### config.mk
export PLATFORM = sky130hd
export DESIGN_NAME = sync_packet_fifo
export DESIGN_NICKNAME = d
export VERILOG_FILES = /design/src/rtl/sync_packet_fifo.sv
export SDC_FILE = /design/constraint.sdc
export NUM_CORES = 1
export LEC_CHECK = 0
export ABC_AREA = 1
export CORE_ASPECT_RATIO = 1.75
export CORE_MARGIN = 1
export CORE_UTILIZATION = 55
export CTS_CLUSTER_SIZE = 24
export DETAILED_ROUTE_END_ITERATION = 7
export GPL_TIMING_DRIVEN = 0
export PLACE_DENSITY = 0.73
export SLEW_MARGIN = 40
export SYNTH_ARGS = -nofsm -noshare
export SYNTH_HDL_FRONTEND = slang
export SYNTH_SLANG_ARGS = --single-unit
export TNS_END_PERCENT = 20
### constraint.sdc
create_clock -name clock -period 2.6 [get_ports clock]
set_clock_uncertainty 0.2 [all_clocks]
set_input_delay 0.39 -clock clock [delete_from_list [all_inputs] [get_ports clock]]
set_output_delay 0.39 -clock clock [all_outputs]
set_load 0.02 [all_outputs]
### src/rtl/sync_packet_fifo.sv
// Purpose : synchronous AXI-Stream FIFO with tlast framing, occupancy level and
//           almost-full/almost-empty flags; optional store-and-forward (PACKET=1).
// Latency : first-word fall-through; a beat written into an empty FIFO shows on
//           m_tvalid one cycle after acceptance (after its tlast beat in packet mode).
// Backpressure: s_tready is registered and drops once DEPTH beats are held; the
//           output register holds its beat stable until m_tready.
//
// Ports:
//   clock, reset          rising-edge clock, synchronous active-high reset
//   level_o               beats held (SRAM + output register), 0..DEPTH
//   afull_o / aempty_o    level_o >= AFULL / level_o <= AEMPTY
//   oversize_o            one-cycle pulse when a packet larger than the FIFO
//                         is force-committed
//   s_t*                  AXI-Stream write side
//   drop_i                discard the current uncommitted packet
//   m_t*                  AXI-Stream read side (output register)
//
// Build option: define SYNC_PACKET_FIFO_DROP_EN to enable drop_i (PACKET=1 only);
// otherwise drop_i is ignored.
module sync_packet_fifo #(
  parameter int WIDTH  = 8,
  parameter int ABITS  = 4,
  parameter int AFULL  = 12,
  parameter int AEMPTY = 2,
  parameter int PACKET = 0
) (
  input  logic             clock,
  input  logic             reset,
  output logic [ABITS:0]   level_o,
  output logic             afull_o,
  output logic             aempty_o,
  output logic             oversize_o,
  input  logic             s_tvalid,
  output logic             s_tready,
  input  logic             s_tlast,
  input  logic [WIDTH-1:0] s_tdata,
  input  logic             drop_i,
  output logic             m_tvalid,
  input  logic             m_tready,
  output logic             m_tlast,
  output logic [WIDTH-1:0] m_tdata
);

  localparam int              DEPTH    = 1 << ABITS;
  localparam logic [ABITS:0]  DEPTH_L  = (ABITS+1)'(DEPTH);
  localparam logic [ABITS:0]  AFULL_L  = (ABITS+1)'(AFULL);
  localparam logic [ABITS:0]  AEMPTY_L = (ABITS+1)'(AEMPTY);

  // {tlast, tdata} per entry
  logic [WIDTH:0] mem [DEPTH];

  logic [ABITS:0] wr_ptr;
  logic [ABITS:0] cm_ptr;
  logic [ABITS:0] rd_ptr;
  logic [ABITS:0] level_q;
  logic           forced_q;   // packet was force-committed and is still open
  logic           oversize_q;

  logic           accept_in;
  logic           accept_out;
  logic           drop_act;
  logic           force_commit;
  logic           load;
  logic [ABITS:0] limit;
  logic [ABITS:0] cm_eff;
  logic [ABITS:0] drop_cnt;
  logic [ABITS:0] wr_nxt;
  logic [ABITS:0] cm_nxt;
  logic [ABITS:0] level_nxt;
  logic           forced_nxt;

  assign accept_in  = s_tvalid && s_tready;
  assign accept_out = m_tvalid && m_tready;

`ifdef SYNC_PACKET_FIFO_DROP_EN
  assign drop_act = (PACKET != 0) && drop_i;
`else
  logic unused_drop;
  assign unused_drop = drop_i;
  assign drop_act    = 1'b0;
`endif

  // A full FIFO with nothing committed can never drain on its own: the open
  // packet is bigger than the storage, so commit what we have and let the rest
  // of the packet run cut-through.
  assign force_commit = (PACKET != 0) && (level_q == DEPTH_L) &&
                        (cm_ptr == rd_ptr) && !m_tvalid;

  // Commit point as seen by a drop in the same cycle: a force-commit wins, so
  // only beats beyond the forced commit point can be discarded.
  assign cm_eff = force_commit ? wr_ptr : cm_ptr;

  assign limit = (PACKET != 0) ? cm_ptr : wr_ptr;
  assign load  = (limit != rd_ptr) && (!m_tvalid || m_tready);

  always_comb begin
    wr_nxt     = wr_ptr;
    cm_nxt     = cm_eff;
    drop_cnt   = '0;
    forced_nxt = forced_q;
    if (force_commit) begin
      forced_nxt = 1'b1;
    end
    if (drop_act) begin
      // The beat accepted this cycle (if any) is discarded too, tlast included.
      drop_cnt = wr_ptr - cm_eff;
      wr_nxt   = cm_eff;
    end else if (accept_in) begin
      wr_nxt = wr_ptr + 1'b1;
      // While forced, every beat is committed as it arrives.
      if (s_tlast || forced_q) begin
        cm_nxt = wr_ptr + 1'b1;
      end
    end
    if (accept_in && s_tlast) begin
      forced_nxt = 1'b0;
    end
    level_nxt = level_q - drop_cnt
              - {{ABITS{1'b0}}, accept_out}
              + {{ABITS{1'b0}}, (accept_in && !drop_act)};
  end

  // Storage: no reset needed, validity is carried by the pointers.
  always_ff @(posedge clock) begin
    if (accept_in) begin
      mem[wr_ptr[ABITS-1:0]] <= {s_tlast, s_tdata};
    end
  end

  always_ff @(posedge clock) begin
    if (reset) begin
      wr_ptr     <= '0;
      cm_ptr     <= '0;
      level_q    <= '0;
      forced_q   <= 1'b0;
      oversize_q <= 1'b0;
      s_tready   <= 1'b0;
    end else begin
      wr_ptr     <= wr_nxt;
      cm_ptr     <= cm_nxt;
      level_q    <= level_nxt;
      forced_q   <= forced_nxt;
      oversize_q <= force_commit;
      s_tready   <= (level_nxt < DEPTH_L);
    end
  end

  // Output register; data only changes on a load, so it stays stable while
  // the consumer stalls.
  always_ff @(posedge clock) begin
    if (reset) begin
      rd_ptr   <= '0;
      m_tvalid <= 1'b0;
      m_tlast  <= 1'b0;
      m_tdata  <= '0;
    end else if (load) begin
      rd_ptr              <= rd_ptr + 1'b1;
      m_tvalid            <= 1'b1;
      {m_tlast, m_tdata}  <= mem[rd_ptr[ABITS-1:0]];
    end else if (m_tready) begin
      m_tvalid <= 1'b0;
    end
  end

  assign level_o    = level_q;
  assign afull_o    = (level_q >= AFULL_L);
  assign aempty_o   = (level_q <= AEMPTY_L);
  assign oversize_o = oversize_q;

endmodule

Word-level counts from Yosys, hierarchy flattened
Memories as Yosys holds them, arrays and structs flattened. A register that Yosys moved wholly into a read port is not among the register bits.
Index checks and enable logic that the tools add are counted.

storage, ports and cells
  memory bits (writable) = 144
  output and inout bits = 19
  register bits = 17
  memories kept = 1
  logic and storage cells = 24
  bits of input ports = 14

operators by class
  reduce and logical (&&, ||, !) cells = 6
  equality and inequality tests = 1
  $lt $le $gt $ge = 3
  add/sub/neg operators = 4
  multiplexer cells = 4

memory list
  name  words  bits a word  rd ports  clocked after memory_dff  write ports  RTL line  RTL
  mem   16     9            1         1                         1            50        logic [WIDTH:0] mem [DEPTH];

operators by type and width
  cell                                                                                  number
  5-bit by 1-bit adder with 5-bit output (second input constant)                        2
  5-bit by 1-bit adder with 5-bit output                                                1
  5-bit by 4-bit greater-or-equal comparator with 1-bit output (second input constant)  1
  5-bit by 2-bit <= comparator with 1-bit output (second input constant)                1
  5-bit < comparator (second input constant)                                            1
  5-bit inequality test                                                                 1
  5-bit by 1-bit subtractor with 5-bit output                                           1
  1-bit two-way mux                                                                     4
  1-bit logical AND                                                                     3
  2-bit nonzero test                                                                    1
  1-bit logical NOT                                                                     1
  1-bit logical OR                                                                      1

Logic depth before layout (Yosys ltp)
  depth in word-level cells = 4
  gate-level depth with buffers = 12
  gate-level depth less buffers = 11

Worst setup path before layout
No wires, ideal clock.

  kind = register -> register
  start = reg s_tready
  end = reg s_tready
  cell stages (with the launch flop) = 11
  library setup time = 115 ps
  path buffers = 0
  clock period less this slack = 2276 ps
  required time = 2285 ps
  path slack = 324 ps
  arrival = 1961 ps
  cell sequence = dfxtp_1 -> nand2_1 -> ha_1 -> inv_1 -> ha_1 -> inv_1 -> fa_1 -> o21ai_0 -> a21oi_1 -> xnor2_1 -> and2_1

between the ends
  longest elaborated chain between the ends = 3

RTL lines
  what                                    RTL line  RTL
  start, declared                         34        output logic s_tready,
  start signal, assigned                  144       s_tready <= (level_nxt < DEPTH_L);
  1-bit logical AND                       72        assign accept_in = s_tvalid && s_tready;
  5-bit by 1-bit adder with 5-bit output  120       + {{ABITS{1'b0}}, (accept_in && !drop_act)};
  5-bit < comparator                      144

Every way passes these cells.
A chain may end at the register's enable or synchronous reset.

Final worst setup path
  start = reg level_q[2], in the netlist level_o[2]
  end = out aempty_o

between the ends
  longest elaborated chain between the ends = 1

RTL lines
  what                                            RTL line  RTL
  start, declared                                 55        logic [ABITS:0] level_q;
  start signal, assigned                          141       level_q <= level_nxt;
  5-bit by 2-bit <= comparator with 1-bit output  167       assign aempty_o = (level_q <= AEMPTY_L);
  end, declared                                   31        output logic aempty_o,

Every way passes these cells.

==> impl_metrics.tcl <==
set metrics [dict create \
    antennaDiodeCount 0 \
    via_per_inst 5.351 \
    cts_sinks 170 \
    grt_pass1_vias 5426 \
    cts_tree "built" \
    synthAdderAreaFrac 0.02787 \
    nets 834 \
    final_util 0.6512 \
    core_area_mm2 0.01308 \
    fin_crit_ns 2.474 \
    rows 55 \
    track_usage 0.2636 \
    met2_usage 0.4773 \
    via_count 5287 \
    area_growth_pct 14.24 \
    antenna_found_initial 0 \
    synth_most_common_cell "nand2_1" \
    syn_avg_cell_area_um2 9.859 \
    tightest_slew_ns 0.8749 \
    synth_xor_area_frac 0.007051 \
    critical_path_required_ns 2.01 \
    clock_path_buffers 2 \
    worstSetupPathType "flip-flop to primary output" \
    synth_fp_nets 786 \
    fp.dieArea_mm2 0.01404 \
    crit_fanout 5 \
    setup_violations 0 \
    met3_usage 0.03996 \
    async_flop_share 0 \
    htreeDepth 4 \
    synth_edf_count 144 \
    min_path_cells 2 \
    cp-end-kind "primary output" \
    drive_gt1_frac 0.07222 \
    synth_area_leaders "edfxtp_1, nand2_1, dfxtp_1, inv_1, nor2_1" \
    drcViolationCount 0 \
    grt_max_degree 17 \
    ir_drop_mv 0.6860 \
    yosys.area_share.simple 0.1910 \
    ys_top_cells_by_count "nand2_1, edfxtp_1, inv_1, nor2_1, nand3_1" \
    synth_top_family_by_area "simple AND/OR/NAND/NOR gates" \
    wl_per_cell_um 17.91 \
    ioPinCount 33 \
    synth-seq-area-share 0.6500 \
    reg2reg_from "s_tready" \
    period_share 0.9514 \
    hp-start "reset" \
    yosysTopAreaCellShare 0.5802 \
    r2r_cells 10 \
    drt_iter0_drc 516 \
    drv_slew 0 \
    fill_cells 1062 \
    finalWorstSetupSlack_ns 0.1265 \
    path_clk_slew_ns 0.07 \
    ys_ff_latch 170 \
    place.gp.congestion 0.9387 \
    p_per_area_mw_per_mm2 979.3 \
    dpl.cell_count 956 \
    ys_warn_count 0 \
    rsz0062_at_grt "false" \
    drt_pass1_iterations 6 \
    reg2reg_to "s_tready" \
    startpoint_type "flip-flop" \
    min_to "level_o[1]" \
    leakage_nw 3.508 \
    synth-compound-area-share 0.04432 \
    synth_top_area_cell "edfxtp_1" \
    syn_inst 756 \
    grt_pass1_wl_um 27340 \
    layout.cells.non_filler 988 \
    max_clock_freq_ghz 0.4043 \
    die_h_um 156.0 \
    ant_nets 0 \
    overflow 0 \
    clk_latency_ns 0.42 \
    cts_hold_buf 0 \
    ff2ff_setup_slack_ns 0.28 \
    yosys-mux-area-fraction 0 \
    routed_wl_um 17700 \
    report.final.hold_viol_count 0 \
    cts_buffers 17 \
    netlist_area_mm2 0.007453 \
    ys.flop_type "edfxtp_1" \
    top_usage_layer "met2" \
    die_w_um 90 \
    max-slew-margin-rel 0.4149 \
    crit_arrival_ns 1.88 \
    port_buffers 29 \
    cap_violations 0 \
    grtUsageMet1 0.2835 \
    cts-root-buf "clkbuf_16" \
    synth_cell_type_count 25 \
    hp-class "input pin to flip-flop" \
    outcome "finished clean" \
    dp_slack_ns -0.2808 \
    post-dp-hpwl_um 12060 \
    start_util 0.5700 \
    finalPower_w 0.008338 \
]
[critical path: stages (launching register included)]
cell             delay [ns]
dfxtp_1                0.35
inv_1                  0.12
ha_1                   0.16
nand3_1                0.07
o21ai_0                0.14
clkdlybuf4s50_1        0.62
[registers in the layout, indices dropped and copies added (netlist names)]
register  flops
level_o       5
limit         5
m_tdata       8
m_tlast       1
m_tvalid      1
mem         144
rd_ptr        5
s_tready      1
[power by group]
part | leakage, nW | internal, W | switching [W]
clock | 0.251 | 0.00124 | 0.00108
sequential | 1.51 | 0.00311 | 0.000114
combinational | 1.75 | 0.000963 | 0.00183
total | 3.51 | 0.00531 | 0.00302
[layer usage]
metal	routed length [µm]	vias up
met5	0	-
met4	1059	0
met3	983	65
met2	9385	210
met1	6271	2476
li1	-	2536
[cells in the final DEF (no fill, tap or decap), types with 2 or more instances in the layout]
| master | instances |
|---|---|
| a21oi_1 | 21 |
| buf_1 | 4 |
| buf_2 | 13 |
| buf_6 | 3 |
| clkbuf_1 | 11 |
| clkbuf_16 | 17 |
| clkdlybuf4s50_1 | 29 |
| clkinv_4 | 4 |
| clkinvlp_4 | 5 |
| dfxtp_1 | 26 |
| edfxtp_1 | 144 |
| ha_1 | 15 |
| inv_1 | 110 |
| inv_2 | 4 |
| inv_6 | 3 |
| nand2_1 | 166 |
| nand3_1 | 71 |
| nor2_1 | 105 |
| nor2_2 | 5 |
| o21ai_0 | 42 |
| o21ai_1 | 3 |
| xnor2_1 | 4 |
| xor2_1 | 2 |
[stage by stage]
step                area (µm²)  TNS (ns)  hold slack, ns
floorplan                 7453         0          0.2652
global placement          7958    -1.087          0.2865
detailed placement        7963    -1.607          0.3073
CTS                       8507         0          0.1876
global route              8514         0          0.2213
finish                    8514         0          0.1777
[kinds of logic after synthesis]
kind of cell,count (synthesis)
AND/OR/NAND/NOR,351
flip-flops,170
buffers and inverters,146
AO/OA/AOI/OAI,66
adder cells (fa/ha/maj),16
XOR/XNOR,6
other,1
[worst max-delay path by stage]
stage | start | endpoint | slack, ns | depth (start not counted)
3_5_place_dp | s_tvalid | s_tready | -0.28 | 11
6_report | level_o[2] | aempty_o | 0.13 | 5
3_3_place_gp | s_tvalid | s_tready | -0.20 | 11
4_1_cts | level_o[2] | aempty_o | 0.11 | 5
5_1_grt | s_tvalid | s_tready | 0.03 | 11
2_1_floorplan | s_tready | s_tready | 0.32 | 10
[timing repair]
action                                 in CTS  in global routing
gates resized for setup                     0                  1
setup endpoints to repair                   0                  1
endpoints found under the hold margin       0                  0
buffers inserted                            0                  0
[final cells by class]
type / instances / area (µm²) / area share
plain buffers: 31 / 158.9 / 0.01866
clock inverters: 14 / 115.1 / 0.01352
multi-input cells: 440 / 2031 / 0.2385
flip-flops and latches: 170 / 4845 / 0.5690
clock buffers: 18 / 429.2 / 0.05040
well taps: 171 / 214.0 / 0.02513
inverters: 115 / 431.7 / 0.05070
repair buffers: 29 / 290.3 / 0.03409
No activity file was read; power rests on OpenSTA's default activity.
